File: src/rtl/timer_multi.sv
// Memory-mapped 64-bit machine timer: prescaled mtime, NumCmp one-shot or
// auto-reload compare channels with sticky pending bits, one level interrupt.
module timer_multi #(
  parameter int unsigned DataWidth     = 32,
  parameter int unsigned AddressWidth  = 32,
  parameter int unsigned NumCmp        = 4,
  parameter int unsigned PrescaleWidth = 8
) (
  input  logic                    clk_i,
  input  logic                    rst_ni,
  input  logic                    timer_req_i,
  input  logic [AddressWidth-1:0] timer_addr_i,
  input  logic                    timer_we_i,
  input  logic [DataWidth/8-1:0]  timer_be_i,
  input  logic [DataWidth-1:0]    timer_wdata_i,
  output logic                    timer_rvalid_o,
  output logic [DataWidth-1:0]    timer_rdata_o,
  output logic                    timer_err_o,
  output logic                    timer_intr_o
);

  if (DataWidth != 32) begin : g_bad_data_width
    $error("timer_multi: DataWidth must be 32");
  end
  if (NumCmp < 1 || NumCmp > 16) begin : g_bad_num_cmp
    $error("timer_multi: NumCmp must be in 1..16");
  end
  if (PrescaleWidth < 1 || PrescaleWidth > 16) begin : g_bad_prescale
    $error("timer_multi: PrescaleWidth must be in 1..16");
  end

  function automatic logic [31:0] merge(input logic [31:0] old_val,
                                        input logic [31:0] new_val,
                                        input logic [31:0] mask);
    return (old_val & ~mask) | (new_val & mask);
  endfunction

  logic [63:0]                    mtime_q, mtime_d, mtime_inc;
  logic                           en_q, en_d;
  logic [PrescaleWidth-1:0]       prescale_q, prescale_d, pre_cnt_q, pre_cnt_d;
  logic [NumCmp-1:0]              pending_q, pending_d, enable_q, enable_d, match;
  logic [NumCmp-1:0][63:0]        cmp_q, cmp_d;
  logic [NumCmp-1:0][31:0]        period_q, period_d;
  logic                           intr_q, rvalid_q, err_q;
  logic [DataWidth-1:0]           rdata_q;

  logic [9:0]                     a;
  logic                           sel_mlo, sel_mhi, sel_ctrl, sel_ist, sel_ien;
  logic [NumCmp-1:0]              sel_clo, sel_chi, sel_per;
  logic                           mapped, wr, tick;
  logic [31:0]                    bmask, wmask, ctrl_rd, ctrl_new, pend_ext, ena_ext, ena_new, rdata_n;
  logic                           unused_addr;

  assign a           = timer_addr_i[9:0];
  assign unused_addr = ^{timer_addr_i[AddressWidth-1:10], timer_addr_i[1:0]};

  always_comb begin
    sel_mlo  = (a[9:2] == 8'h00);
    sel_mhi  = (a[9:2] == 8'h01);
    sel_ctrl = (a[9:2] == 8'h02);
    sel_ist  = (a[9:2] == 8'h03);
    sel_ien  = (a[9:2] == 8'h04);
    sel_clo  = '0;
    sel_chi  = '0;
    sel_per  = '0;
    for (int unsigned i = 0; i < NumCmp; i++) begin
      sel_clo[i] = (a[9:8] == 2'b01) && (a[7:3] == 5'(i)) && !a[2];
      sel_chi[i] = (a[9:8] == 2'b01) && (a[7:3] == 5'(i)) &&  a[2];
      sel_per[i] = (a[9:8] == 2'b10) && (a[7:2] == 6'(i));
    end
    mapped = sel_mlo | sel_mhi | sel_ctrl | sel_ist | sel_ien
           | (|sel_clo) | (|sel_chi) | (|sel_per);
    wr     = timer_req_i & timer_we_i & mapped;

    for (int unsigned b = 0; b < 4; b++) bmask[8*b +: 8] = {8{timer_be_i[b]}};
    wmask = timer_wdata_i & bmask;

    ctrl_rd                         = '0;
    ctrl_rd[0]                      = en_q;
    ctrl_rd[8 +: PrescaleWidth]     = prescale_q;
    ctrl_new                        = merge(ctrl_rd, timer_wdata_i, bmask);
    pend_ext                        = '0;
    pend_ext[NumCmp-1:0]            = pending_q;
    ena_ext                         = '0;
    ena_ext[NumCmp-1:0]             = enable_q;
    ena_new                         = merge(ena_ext, timer_wdata_i, bmask);

    rdata_n = '0;
    if (sel_mlo)  rdata_n = mtime_q[31:0];
    if (sel_mhi)  rdata_n = mtime_q[63:32];
    if (sel_ctrl) rdata_n = ctrl_rd;
    if (sel_ist)  rdata_n = pend_ext;
    if (sel_ien)  rdata_n = ena_ext;
    for (int unsigned i = 0; i < NumCmp; i++) begin
      rdata_n = rdata_n | (sel_clo[i] ? cmp_q[i][31:0]  : '0)
                        | (sel_chi[i] ? cmp_q[i][63:32] : '0)
                        | (sel_per[i] ? period_q[i]     : '0);
    end
  end

  // Unwritten bytes of a written MTIME half keep the post-tick value; no carry
  // crosses between halves on a write.
  always_comb begin
    tick      = en_q && (pre_cnt_q == prescale_q);
    mtime_inc = mtime_q + {63'b0, tick};
    mtime_d   = mtime_inc;
    if (wr && sel_mlo) mtime_d[31:0]  = merge(mtime_inc[31:0],  timer_wdata_i, bmask);
    if (wr && sel_mhi) mtime_d[63:32] = merge(mtime_inc[63:32], timer_wdata_i, bmask);

    en_d       = en_q;
    prescale_d = prescale_q;
    pre_cnt_d  = pre_cnt_q;
    if (wr && sel_ctrl) begin
      en_d       = ctrl_new[0];
      prescale_d = ctrl_new[8 +: PrescaleWidth];
      pre_cnt_d  = '0;
    end else if (tick) begin
      pre_cnt_d  = '0;
    end else if (en_q) begin
      pre_cnt_d  = pre_cnt_q + PrescaleWidth'(1);
    end

    enable_d = (wr && sel_ien) ? ena_new[NumCmp-1:0] : enable_q;

    for (int unsigned i = 0; i < NumCmp; i++) begin
      match[i]    = (mtime_q >= cmp_q[i]);
      cmp_d[i]    = (match[i] && (period_q[i] != '0)) ? cmp_q[i] + {32'b0, period_q[i]}
                                                      : cmp_q[i];
      if (wr && sel_clo[i]) cmp_d[i][31:0]  = merge(cmp_d[i][31:0],  timer_wdata_i, bmask);
      if (wr && sel_chi[i]) cmp_d[i][63:32] = merge(cmp_d[i][63:32], timer_wdata_i, bmask);
      period_d[i] = (wr && sel_per[i]) ? merge(period_q[i], timer_wdata_i, bmask) : period_q[i];
    end

    pending_d = (pending_q & ~((wr && sel_ist) ? wmask[NumCmp-1:0] : '0)) | match;
  end

  always_ff @(posedge clk_i or negedge rst_ni) begin
    if (!rst_ni) begin
      mtime_q    <= '0;
      en_q       <= 1'b1;
      prescale_q <= '0;
      pre_cnt_q  <= '0;
      pending_q  <= '0;
      enable_q   <= '1;
      cmp_q      <= '1;
      period_q   <= '0;
      intr_q     <= 1'b0;
      rvalid_q   <= 1'b0;
      err_q      <= 1'b0;
      rdata_q    <= '0;
    end else begin
      mtime_q    <= mtime_d;
      en_q       <= en_d;
      prescale_q <= prescale_d;
      pre_cnt_q  <= pre_cnt_d;
      pending_q  <= pending_d;
      enable_q   <= enable_d;
      cmp_q      <= cmp_d;
      period_q   <= period_d;
      intr_q     <= |(pending_d & enable_d);
      rvalid_q   <= timer_req_i;
      if (timer_req_i) begin
        err_q   <= ~mapped;
        rdata_q <= (mapped && !timer_we_i) ? rdata_n : '0;
      end
    end
  end

  assign timer_rvalid_o = rvalid_q;
  assign timer_rdata_o  = rdata_q;
  assign timer_err_o    = err_q;
  assign timer_intr_o   = intr_q;

endmodule

File: config.mk
export PLATFORM = sky130hd
export DESIGN_NAME = timer_multi
export DESIGN_NICKNAME = d
export VERILOG_FILES = /design/src/rtl/timer_multi.sv
export SDC_FILE = /design/constraint.sdc
export NUM_CORES = 2
export LEC_CHECK = 0
export BUFFER_PORTS_ARGS = -buffer_cell sky130_fd_sc_hd__buf_4
export CAP_MARGIN = 20
export CORE_MARGIN = 10
export CORE_UTILIZATION = 45
export CTS_BUF_LIST = sky130_fd_sc_hd__clkbuf_8 sky130_fd_sc_hd__clkbuf_16
export DETAILED_ROUTE_END_ITERATION = 10
export GPL_TIMING_DRIVEN = 0
export HOLD_SLACK_MARGIN = 0.1
export SKIP_CTS_REPAIR_TIMING = 1
export SYNTH_ARGS = -nofsm -noshare
export SYNTH_HDL_FRONTEND = slang
export SYNTH_SLANG_ARGS = --single-unit
File: constraint.sdc
create_clock -name clk_i -period 3.6 [get_ports clk_i]
set_input_delay 0 -clock clk_i [delete_from_list [all_inputs] [get_ports clk_i]]
set_output_delay 0 -clock clk_i [all_outputs]
set_load 0.01 [all_outputs]
# After elaboration in Yosys (flattened, before gate mapping)
# Cells that the tools add are included.
# W data, S select, Z words.
# word_totals
wordCells	191
latchBits	0
inputBits	72
memories	0
mem_bits_ro	0
output_inout_bits	35
regBits	508
ram_bits	0
# classes
n_mux	37
n_bitwise	60
n_reduce_logical	53
n_eq_ne	13
order_cmp	4
shift	0
multipliers	0
addsub	6
n_div	0
# op_table
op	n
$mux W32	28
$or A32 B32 Y32	26
$and A32 B32 Y32	15
$add A64 B32 Y64	4
$ge A64 B64 Y1	4
$mux W64	4
$reduce_bool A32 Y1	4
$add A64 B1 Y64	1
$logic_and A1 B1 Y1	39
$not A32 Y32	1
$mux W8	3
$and A16 B16 Y16	1
$eq A8 B2 Y1 const B	2
$or A16 B16 Y16	1
$reduce_or A4 Y1	4
$and A4 B4 Y4	3
$eq A6 B2 Y1 const B	2
$eq A5 B2 Y1 const B	2
$add A8 B1 Y8 const B	1
$eq A8 B1 Y1 const B	1
$eq A8 B3 Y1 const B	1
$eq A8 B8 Y1	1
$logic_not A8 Y1	1
$mux W4	2
13 further kinds	22

# Depth between registers and ports, before layout
# logic_depth
ltp_word	19
ltp_mapped	16
mapped_depth_nobuf	15

# Worst setup path before layout
# OpenSTA, ideal clock, no wires.
# synth_timing
path_type	reg2reg
from	register with a tool-made name
to	register mtime_q[60]
arrival_time_ps	3439
slack_ps	24
t_required_ps	3463
stages_incl_launch_ff	17
n_path_buf	1
period_less_slack_ps	3576
setup_ps	137
path_cell_list	dfrtp_1 -> xor2_1 -> nor4_1 -> nand4_1 -> inv_1 -> ha_1 -> ha_1 -> nand3_1 -> or2_1 -> or4_1 -> buf_2 -> nor3_4 -> nand3_2 -> or2_2 -> nor2_1 -> xnor2_1 -> a21oi_1
# synth_lines
item	line_no	rtl
end signal: assignment	152	mtime_q <= mtime_d;
end: declaration	38	logic [63:0] mtime_q, mtime_d, mtime_inc;

==> reports/metrics.yaml <==
critical_path:
  cp-end-kind: "register"
  crit_slowest_cell: "sky130_fd_sc_hd__or4b_4"
  critical_path_cell_by_cell: "ha_4 -> inv_2 -> fa_2 -> and2b_2 -> o31ai_4 -> a21oi_4 -> o41ai_4 -> o31ai_4 -> a31oi_4 -> or4b_4 -> clkbuf_16 -> nor4_4 -> xnor2_1 -> a21oi_1"
  path_common_cell: "sky130_fd_sc_hd__o31ai_4"
  timing.setup.critical_path_class: "register to register"
  max_stage_delay_ps: 650
  critical_path_s_top_delay_family: "compound AO/OA/AOI/OAI gates"
  critPathMaxFanout: 5
  worst_setup_path_start_kind: "register"
  worst-endpoint-arrival_ps: 4510
  critical_path_buf_inv_count: 2
  worst-endpoint-required_ps: 4170
synth:
  synthArstFlopShare_pct: 100.0
  syn_nets: 5172
  synth_instances: 4709
  synth_area_leaders: "sky130_fd_sc_hd__dfstp_2 17%, sky130_fd_sc_hd__dfrtp_1 15%, sky130_fd_sc_hd__ha_1 12%, sky130_fd_sc_hd__a21oi_1 6.1%, sky130_fd_sc_hd__xnor2_1 5.0%"
  post_synth_mux_area_share_pct: 8.358
  synth_compound_gate_area_share_pct: 18.83
  synth.cell_area_um2: 40520
  synth_top_cell_area_share_pct: 16.92
  synth_seq_cells: 508
  synthSimpleGateAreaFrac_pct: 16.82
  synth-xor-area-share_pct: 6.700
  synth_commonest_cells: "499 x sky130_fd_sc_hd__nor2_1, 496 x sky130_fd_sc_hd__a21oi_1, 387 x sky130_fd_sc_hd__ha_1"
  synth_flop_cell: "sky130_fd_sc_hd__dfstp_2"
  yosysMostFrequentCell: "sky130_fd_sc_hd__nor2_1"
  synthAdderAreaFrac_pct: 12.15
  main_combinational_cell_family_by_area_after_synthesis: "compound AO/OA/AOI/OAI gates"
  synth_sequential_area_ratio_pct: 32.18
  post_synth.cell_area_avg_um2: 8.606
  synth_area_leader_cell: "sky130_fd_sc_hd__dfstp_2"
  count_of_distinct_cell_types_in_the_synthesized_netlist: 99
  synth_edf_count: 0
  ys.warnings.count: 0
clock_network:
  tritoncts: "built"
  clock_tree.root_cell: "sky130_fd_sc_hd__clkbuf_16"
  clk_pin_slew_worst_paths_ps: 60
  cts.path.max_buffers: 3
  worst_skew_pair.late_latency_ps: 660
  cts_max_level: 3
  cts_made_buffers: 67
  cts_sinks: 508
hold_path:
  worstHoldPathType: "input port to register"
finish:
  design.final.nets: 5478
  final-seq-area_um2: 13060
  final_layout_size_suffix_gt1_share_pct: 19.64
  multi_input_area_um2: 26750
  layout-area-overhead-vs-synth_pct: 18.23
  layoutNonFillerInstCount: 6244
  final.fill_count: 8549
timing:
  max_freq_mhz: 253.5
  timing_hold_violations_final: 0
  max_slew.worst_pin.slew_ps: 1293
  worst_clock_skew_on_the_final_layout_ps: 36.68
  timing.max_slew.rel_slack_pct: 13.82
  final_sum_of_negative_setup_slack_ps: -5455
  finalSetupViolations: 38
  rsz0062_at_grt: "yes"
  period_minus_slack_ps: 3945
  final_max_slew_viol_count: 0
  min_period_over_period_pct: 109.6
  final.setup.worst_slack_ps: -344.8
floorplan:
  design.die.area_um2: 102500
  die_h_um: 320.1
  floorplan.die.width_um: 320.1
  row_count: 110
  initial_core_util_pct: 45.16
  fp.coreArea_um2: 89740
  ios: 107
drt:
  drt-wirelength-per-cell_um: 30.86
  drtIter0Drc: 4916
  num_vias: 40410
  ant_nets: 0
  totalWireLength_um: 192700
  drc_errors: 0
  average_via_count_per_standard_cell: 6.471
  first_pass_iters: 7
grt:
  grt_start_max_net_pins: 118
  groute.usage.overall_pct: 35.92
  first_global_vias: 37890
  antenna_found_initial: 5
  grt_pass1_wl_um: 267800
  global_route_congestion_overflow_total: 0
status:
  run_status: "finished, violations left"
  violations: "negative setup slack"
placement:
  number_of_placed_instances_with_taps_included: 5990
  dp_hpwl_um: 152500
  numPortBuffers: 82
  routabilityCongestion: 1.037
run:
  max_cap_viol_count: 0
power:
  power.static_leakage_nw: 21.96
  irDropWorstVdd_mv: 0.3241
  power_density_nw_per_um2: 391.0
per-layer routing:
layer,share of wire (%),wire (µm),vias up,global-route usage [%]
li1,-,-,17650,-
met1,40,77690,19840,48.10
met2,42,80200,2380,52.32
met3,12,22410,532,9.502
met4,6.4,12390,4,19.19
met5,0.012,23,-,0
path summary, 6_finish.rpt:
check | from | end | slack [ps] | depth (start not counted)
min in group asynchronous | rst_ni | cmp_q[105] | 130 | 2
max reg2reg | cmp_q[128] | cmp_q[176] | -340 | 14
max | cmp_q[128] | cmp_q[176] | -340 | 14
min reg2reg | timer_err_o | timer_err_o | 480 | 1
min | timer_addr_i[6] | pre_cnt_q[0] | 50 | 6
max in group asynchronous | rst_ni | mtime_q[47] | 2030 | 3
stage by stage:
step	hold WS, ps	utilization, %	setup slack (ps)	power [mW]	cell area, µm²
2_1_floorplan	-295.6	-	24.29	9.517	40520
3_3_place_gp	117.3	47.48	-3358	11.10	42610
3_5_place_dp	-20.39	47.89	-1815	11.18	42970
4_1_cts	-707.4	50.36	-1873	18.13	45190
5_1_grt	104.4	53.39	-400.5	19.42	47910
6_report	53.03	53.39	-344.8	18.73	47910
cells by family (layout without fill, tap and decap cells):
logic type / after synthesis / after routing
buffers and inverters: 526 / 884
adder cells (fa/ha/maj): 391 / 391
AO/OA/AOI/OAI: 1226 / 1226
XOR/XNOR: 310 / 310
flip-flops: 508 / 508
other: 0 / 1
multiplexers: 307 / 307
AND/OR/NAND/NOR: 1441 / 1441
worst min-delay path: stages:
cell and delay, ps:
sky130_fd_sc_hd__buf_4 90, sky130_fd_sc_hd__nor3_1 50, sky130_fd_sc_hd__nand3_1 140, sky130_fd_sc_hd__nor4_1 80
sky130_fd_sc_hd__buf_2 180, sky130_fd_sc_hd__nor2_1 110
power by group:
group          internal [mW]  switching [mW]
clock network           4.07            2.89
registers               6.29           0.624
logic                   1.93            2.92
cell type report:
type / instances / share of cell area (%)
tap: 1176 / 3.071
clock inverter: 43 / 0.7234
buffer: 198 / 2.042
sequential: 508 / 27.26
clock buffer: 78 / 3.910
antenna: 1 / 0.005223
inverter: 324 / 2.546
timing repair buffer: 241 / 4.604
multi-input combinational: 3675 / 55.83
cells in the final DEF, fill, tap and decap left out, drive strengths merged, types with 34 or more instances in the layout:
master,count
a21o,91
ha,387
mux2,151
a221oi,34
a22oi,66
nor4,85
nand2,369
nand4,107
nand3,110
o22ai,51
o21ai,224
nor2,499
buf,242
inv,344
clkbuf,233
xor2,79
a21oi,497
nor3,97
a211oi,38
dfrtp,247
dlygate4sd3,40
mux2i,146
dfstp,261
xnor2,231
No activity file was read; power rests on OpenSTA's default activity.
